## src/rtl/cms_pkg.sv

```systemverilog
// cms_pkg: control addresses, FSM state and packet field layout shared by the trace packetizer (CMS_TIMESTAMP_EN adds a 64-bit timestamp field).
package cms_pkg;
  localparam logic [7:0] CMS_CTRL_START = 8'h00;
  localparam logic [7:0] CMS_CTRL_STOP  = 8'h01;
  localparam logic [7:0] CMS_CTRL_TLAST = 8'h02;
  localparam logic [7:0] CMS_CTRL_PC_LO = 8'h03;
  localparam logic [7:0] CMS_CTRL_PC_HI = 8'h04;
  typedef enum logic [1:0] {ST_IDLE = 2'd0, ST_RUN = 2'd1, ST_FLUSH = 2'd2} state_t;
  function automatic int instr_lsb(int xlen);
    return xlen;
  endfunction
  function automatic int cnt_lsb(int xlen);
    return instr_lsb(xlen) + 32;
  endfunction
  function automatic int ts_lsb(int xlen, int n, int w);
    return cnt_lsb(xlen) + n * w;
  endfunction
  function automatic int pkt_width(int xlen, int n, int w);
`ifdef CMS_TIMESTAMP_EN
    return ts_lsb(xlen, n, w) + 64;
`else
    return ts_lsb(xlen, n, w);
`endif
  endfunction
endpackage

```

## src/rtl/cms_sync_fifo.sv

```systemverilog
// cms_sync_fifo: synchronous FIFO with exact occupancy, per-entry last flag and a port to force the tail entry's last flag.
module cms_sync_fifo #(
  parameter int W     = 160,
  parameter int DEPTH = 16,
  parameter int AW    = $clog2(DEPTH)
) (
  input  logic          clk,
  input  logic          rst,
  input  logic          push,
  input  logic [W-1:0]  din,
  input  logic          din_last,
  input  logic          pop,
  input  logic          tail_set,
  output logic [W-1:0]  dout,
  output logic          dout_last,
  output logic          empty,
  output logic          full,
  output logic [AW:0]   occ
);
  logic [W-1:0]     mem [DEPTH];
  logic [DEPTH-1:0] last;
  logic [AW-1:0]    wr, rd;
  assign empty     = occ == '0;
  assign full      = occ == (AW+1)'(DEPTH);
  assign dout      = empty ? '0 : mem[rd];
  assign dout_last = !empty && last[rd];
  always_ff @(posedge clk or posedge rst)
    if (rst) begin
      wr  <= '0;
      rd  <= '0;
      occ <= '0;
    end else begin
      wr  <= wr + AW'(push);
      rd  <= rd + AW'(pop);
      occ <= occ + (AW+1)'(push) - (AW+1)'(pop);
    end
  // Storage is not reset: occupancy gates everything that leaves the FIFO.
  always_ff @(posedge clk) begin
    if (push) begin
      mem[wr]  <= din;
      last[wr] <= din_last;
    end
    if (tail_set) last[wr - AW'(1)] <= 1'b1;
  end
endmodule

```

## src/rtl/cms_trace_packetizer.sv

```systemverilog
// cms_trace_packetizer: packs retired PC/instr and event counters into AXI-Stream beats via a FIFO; CMS_TIMESTAMP_EN appends a 64-bit cycle stamp.
module cms_trace_packetizer
  import cms_pkg::*;
#(
  parameter int XLEN           = 64,
  parameter int NUM_EVENTS     = 8,
  parameter int CNT_W          = 8,
  parameter int AXI_DATA_WIDTH = 256,
  parameter int DEPTH          = 16,
  parameter int HALT_MARGIN    = 2
) (
  input  logic                      clk,
  input  logic                      rst,
  input  logic [31:0]               instr,
  input  logic [XLEN-1:0]           pc,
  input  logic                      instr_valid,
  input  logic [NUM_EVENTS-1:0]     performance_events,
  input  logic [7:0]                ctrl_addr,
  input  logic [63:0]               ctrl_wdata,
  input  logic                      ctrl_write_enable,
  output logic                      M_AXIS_tvalid,
  input  logic                      M_AXIS_tready,
  output logic [AXI_DATA_WIDTH-1:0] M_AXIS_tdata,
  output logic                      M_AXIS_tlast,
  output logic                      halt_cpu,
  output logic [63:0]               item_count
);
  localparam int PW = pkt_width(XLEN, NUM_EVENTS, CNT_W);
  localparam int OW = $clog2(DEPTH) + 1;
  if (AXI_DATA_WIDTH < PW) begin : g_width_chk
    $error("AXI_DATA_WIDTH %0d narrower than packet width %0d", AXI_DATA_WIDTH, PW);
  end
  if (DEPTH < 4 || (DEPTH & (DEPTH - 1)) != 0) begin : g_depth_chk
    $error("DEPTH %0d must be a power of 2 and >= 4", DEPTH);
  end
  state_t                      state;
  logic                        we_q, cmd_v;
  logic [7:0]                  cmd_addr;
  logic [63:0]                 cmd_data;
  logic [31:0]                 tlast_interval, tcount;
  logic [XLEN-1:0]             pc_lo, pc_hi;
  logic [CNT_W-1:0]            cnt [NUM_EVENTS];
  logic [NUM_EVENTS*CNT_W-1:0] cnt_next;
  logic [PW-1:0]               pkt, dout;
  logic                        dout_last, empty, full;
  logic [OW-1:0]               occ;
  logic run, flushing, start, stop, pop, cap, push_cap, cap_last, live, tail_set, zero_push;
  for (genvar i = 0; i < NUM_EVENTS; i++) begin : g_cnt
    assign cnt_next[i*CNT_W +: CNT_W] = cnt[i] + CNT_W'(performance_events[i]);
  end
`ifdef CMS_TIMESTAMP_EN
  logic [63:0] ts;
  assign pkt = {ts, cnt_next, instr, pc};
  always_ff @(posedge clk or posedge rst)
    if (rst) ts <= '0;
    else ts <= start ? '0 : run ? ts + 64'd1 : ts;
`else
  assign pkt = {cnt_next, instr, pc};
`endif
  assign run       = state == ST_RUN;
  assign flushing  = state == ST_FLUSH;
  assign start     = cmd_v && cmd_addr == CMS_CTRL_START && state == ST_IDLE;
  assign stop      = cmd_v && cmd_addr == CMS_CTRL_STOP && run;
  assign pop       = !empty && M_AXIS_tready;
  assign cap       = run && instr_valid && pc >= pc_lo && pc <= pc_hi;
  assign push_cap  = cap && (!full || pop);
  assign cap_last  = tlast_interval != 0 && tcount == tlast_interval - 32'd1;
  // An entry leaving this cycle cannot carry the end marker, so flush then emits a fresh zero beat.
  assign live      = occ > OW'(pop);
  assign tail_set  = flushing && live;
  assign zero_push = flushing && !live;
  cms_sync_fifo #(.W(PW), .DEPTH(DEPTH)) u_fifo (
    .clk      (clk),
    .rst      (rst),
    .push     (push_cap || zero_push),
    .din      (zero_push ? '0 : pkt),
    .din_last (zero_push || cap_last),
    .pop      (pop),
    .tail_set (tail_set),
    .dout     (dout),
    .dout_last(dout_last),
    .empty    (empty),
    .full     (full),
    .occ      (occ)
  );
  assign M_AXIS_tvalid = !empty;
  assign M_AXIS_tdata  = AXI_DATA_WIDTH'(dout);
  assign M_AXIS_tlast  = dout_last;
  always_ff @(posedge clk or posedge rst)
    if (rst) begin
      we_q           <= 1'b0;
      cmd_v          <= 1'b0;
      cmd_addr       <= '0;
      cmd_data       <= '0;
      state          <= ST_IDLE;
      tlast_interval <= '0;
      tcount         <= '0;
      pc_lo          <= '0;
      pc_hi          <= '1;
      item_count     <= '0;
      halt_cpu       <= 1'b0;
      for (int i = 0; i < NUM_EVENTS; i++) cnt[i] <= '0;
    end else begin
      we_q     <= ctrl_write_enable;
      cmd_v    <= ctrl_write_enable && !we_q;
      cmd_addr <= ctrl_addr;
      cmd_data <= ctrl_wdata;
      halt_cpu <= occ >= OW'(DEPTH - HALT_MARGIN);
      if (cmd_v && cmd_addr == CMS_CTRL_TLAST) tlast_interval <= cmd_data[31:0];
      if (cmd_v && cmd_addr == CMS_CTRL_PC_LO) pc_lo <= XLEN'(cmd_data);
      if (cmd_v && cmd_addr == CMS_CTRL_PC_HI) pc_hi <= XLEN'(cmd_data);
      state      <= start ? ST_RUN : stop ? ST_FLUSH : flushing ? ST_IDLE : state;
      item_count <= start ? '0 : item_count + 64'(push_cap);
      tcount     <= start ? '0 : push_cap ? (cap_last ? '0 : tcount + 32'd1) : tcount;
      for (int i = 0; i < NUM_EVENTS; i++)
        cnt[i] <= (start || push_cap) ? '0 : run ? cnt_next[i*CNT_W +: CNT_W] : cnt[i];
    end
endmodule

```

## config.mk

```make
export PLATFORM = sky130hd
export DESIGN_NAME = cms_trace_packetizer
export DESIGN_NICKNAME = d
export VERILOG_FILES = /design/src/rtl/cms_pkg.sv /design/src/rtl/cms_sync_fifo.sv /design/src/rtl/cms_trace_packetizer.sv
export SDC_FILE = /design/constraint.sdc
export NUM_CORES = 2
export LEC_CHECK = 0
export CORE_AREA = 2 2 472 474
export DETAILED_ROUTE_END_ITERATION = 10
export DIE_AREA = 0 0 474 476
export PLACE_DENSITY = 0.78
export SETUP_SLACK_MARGIN = 0.05
export SYNTH_ARGS = -nofsm -noshare
export SYNTH_HDL_FRONTEND = slang
export SYNTH_SLANG_ARGS = --single-unit
```

## constraint.sdc

```tcl
create_clock -name clk -period 22.6 [get_ports clk]
set_input_delay 3.39 -clock clk [delete_from_list [all_inputs] [get_ports clk]]
set_output_delay 3.39 -clock clk [all_outputs]
set_load 0.02 [all_outputs]
```

==> flow_summary.json <==
{
  "postRouteAntennaNets": 0,
  "hold_path.class": "reg2reg",
  "endpoint_kind": "output pin",
  "place.gp.congestion": 0.899,
  "clk_pin_slew_ns": 0.06,
  "initial_utilization": 0.546,
  "die_h_um": 476,
  "die_area_um2": 226000,
  "num_vias": 63500,
  "status": "finished, final reports clean",
  "layout.nets": 7183,
  "antenna_found_initial": 18,
  "power_mw": 15.9,
  "cp-start-kind": "flip-flop",
  "syn_to_final_growth_pct": 14.6,
  "period_needed_ns": 9.86,
  "cp_max_fo": 44,
  "finalSetupViolations": 0,
  "grt_max_degree": 161,
  "h-tree-depth": 5,
  "synthTopCellsByArea": "edfxtp_1 64%, mux4_2 15%, dfrtp_1 7.2%",
  "synth_flop_cell": "edfxtp_1",
  "post_drt_wl_per_cell_um": 29.9,
  "post_cts_buffers": 0,
  "cts-buffers-inserted": 314,
  "drc": 0,
  "portBuffers": 407,
  "clkSinkCount": 2986,
  "crit_type": "reg2out",
  "drv_slew": 0,
  "yosys.area.top_type": "edfxtp_1",
  "clk_path_buf_depth": 4,
  "relSlewSlack": 0.0388,
  "synthCells": 6299,
  "grt_use_total": 0.267,
  "fin_crit_sh": 0.436,
  "final_cell_mix": "2560 x edfxtp_1, 805 x mux4_2, 407 x clkdlybuf4s50_1",
  "chipWidth_um": 474,
  "ir_drop_uv": 187,
  "final_common_cell": "edfxtp_1",
  "synthArstFlopShare": 0.137,
  "fmax_mhz": 101,
  "ctsHoldBuffers": 0,
  "synth.ff_latch_count": 2986,
  "drive_gt1_frac": 0.215,
  "synth_area_per_cell_um2": 19.2,
  "crit_required_ns": 19.21,
  "seq_area_frac_synth": 0.726,
  "clkLatencyLatePin_ns": 0.95,
  "grt_pass1_vias": 64700,
  "ys.warnings.count": 0,
  "ys_types": 78,
  "dr.pass1.iters": 6,
  "num_rows": 173,
  "p_per_area_nw_per_um2": 115,
  "grt-ovfl-total": 0,
  "place.detailed.hpwl_um": 158000,
  "viasPerCell": 6.32,
  "synthesis.area_um2": 121000,
  "leakage_nw": 45.2,
  "cts_root_buffer": "clkbuf_16",
  "clock_skew_ns": 0.0642,
  "synth_top_cell_area_share": 0.637,
  "cp.arrival_ns": 6.47,
  "core_area_um2": 221000,
  "drt_iter0_drc": 7881,
  "cts_tree": "built",
  "wirelength_um": 300000,
  "grt_pass1_wl_um": 440000,
  "synth_edf_count": 2560,
  "rsz0062_at_grt": "no",
  "io_pins": 504,
  "cap_violations": 0,
  "finalSetupTns_ns": 0,
  "worst_pin_slew_ns": 1.43,
  "hold_viol": 0,
  "ctsResizeCount": 0
}
## synthesized netlist by cell type (all sizes together), types with 40 or more instances
cell type  count
xor2          90
dfrtp        346
dfstp         64
nand2        267
edfxtp      2560
ha           167
o21ai        177
xnor2        108
buf          148
nor2         255
nand3         86
nor2b        126
clkbuf       250
mux4         805
a21oi        103
inv          164
nand4         49
nor3          40
and2         167
## final cells by class
cell class	instances	area, µm²
Timing Repair Buffer	522	5080
Fill cell	14700	82800
Inverter	164	623
Clock inverter	153	1580
Sequential cell	2986	87500
Clock buffer	394	8470
Antenna cell	5	12.5
Tap cell	2975	3720
Multi-Input combinational cell	2846	31200
## stage by stage
step / cells / utilization / instance area (µm²) / hold WS [ns] / setup WS [ns]
detailed placement: 9491 / 0.580 / 128000 / 0.398 / 12.03
global route: 10000 / 0.626 / 138000 / 0.410 / 12.18
global placement: 9491 / 0.580 / 128000 / 0.387 / 12.15
finish: 10000 / 0.626 / 138000 / 0.403 / 12.74
CTS: 10000 / 0.625 / 138000 / 0.409 / 12.42
floorplan: 6394 / - / 121000 / 0.378 / 5.64
## report_power, final
group          internal [mW]  switching [mW]  total, mW  leakage [nW]
logic                   2.14            2.30       4.44          12.5
clock network           3.01            2.11       5.11          4.91
registers               6.18           0.142       6.32          27.8
total                   11.3            4.55       15.9          45.2
## metal layers
metal / up-vias / global-route usage / wire, µm / share of wire
met4: 4 / 0.0846 / 9540 / 0.032
met2: 3706 / 0.429 / 146000 / 0.49
met3: 507 / 0.0447 / 25800 / 0.086
met5: - / 0 / 26 / 0.000087
met1: 33400 / 0.380 / 118000 / 0.39
li1: 25800 / - / - / -
## worst max-delay path, cell delays in order (launching register included)
cell and delay (ns):
dfrtp_4 1.01, buf_4 0.80, buf_4 0.79, buf_4 0.81, mux4_2 0.65, mux4_2 0.48
and2_1 0.17, clkdlybuf4s50_1 0.70
## registers in the layout (all words and copies together) (netlist names)
name            count
pc_hi              64
pc_lo              64
u_fifo.occ          5
item_count         64
cmd_data           64
cmd_v               1
cnt                64
halt_cpu            1
we_q                1
cmd_addr            8
u_fifo.rd           4
u_fifo.mem       2560
tlast_interval     32
tcount             32
state               2
u_fifo.wr           4
u_fifo.last        16
## worst paths after layout
kind	from	endpoint	slack [ns]	depth (start not counted)
max in group asynchronous	rst	pc_lo[62]	16.39	5
min in group asynchronous	rst	cmd_addr[5]	2.97	2
min	we_q	cmd_v	0.40	1
max	u_fifo.rd[0]	M_AXIS_tdata[27]	12.74	7
min reg2reg	we_q	cmd_v	0.40	1
max reg2reg	pc_lo[51]	u_fifo.mem[1][49]	15.53	13
## kinds of logic after synthesis
kind of cell               share of synthesized area
and+or+nand+nor                               0.0474
buffers and inverters                         0.0206
AOI/OAI and AO/OA                             0.0191
muxes                                          0.155
xor gates and xnor gates                      0.0144
other                                      0.0000311
DFF                                            0.726
adders and majority gates                     0.0175
Note: power is estimated with default switching activity, not from simulation.
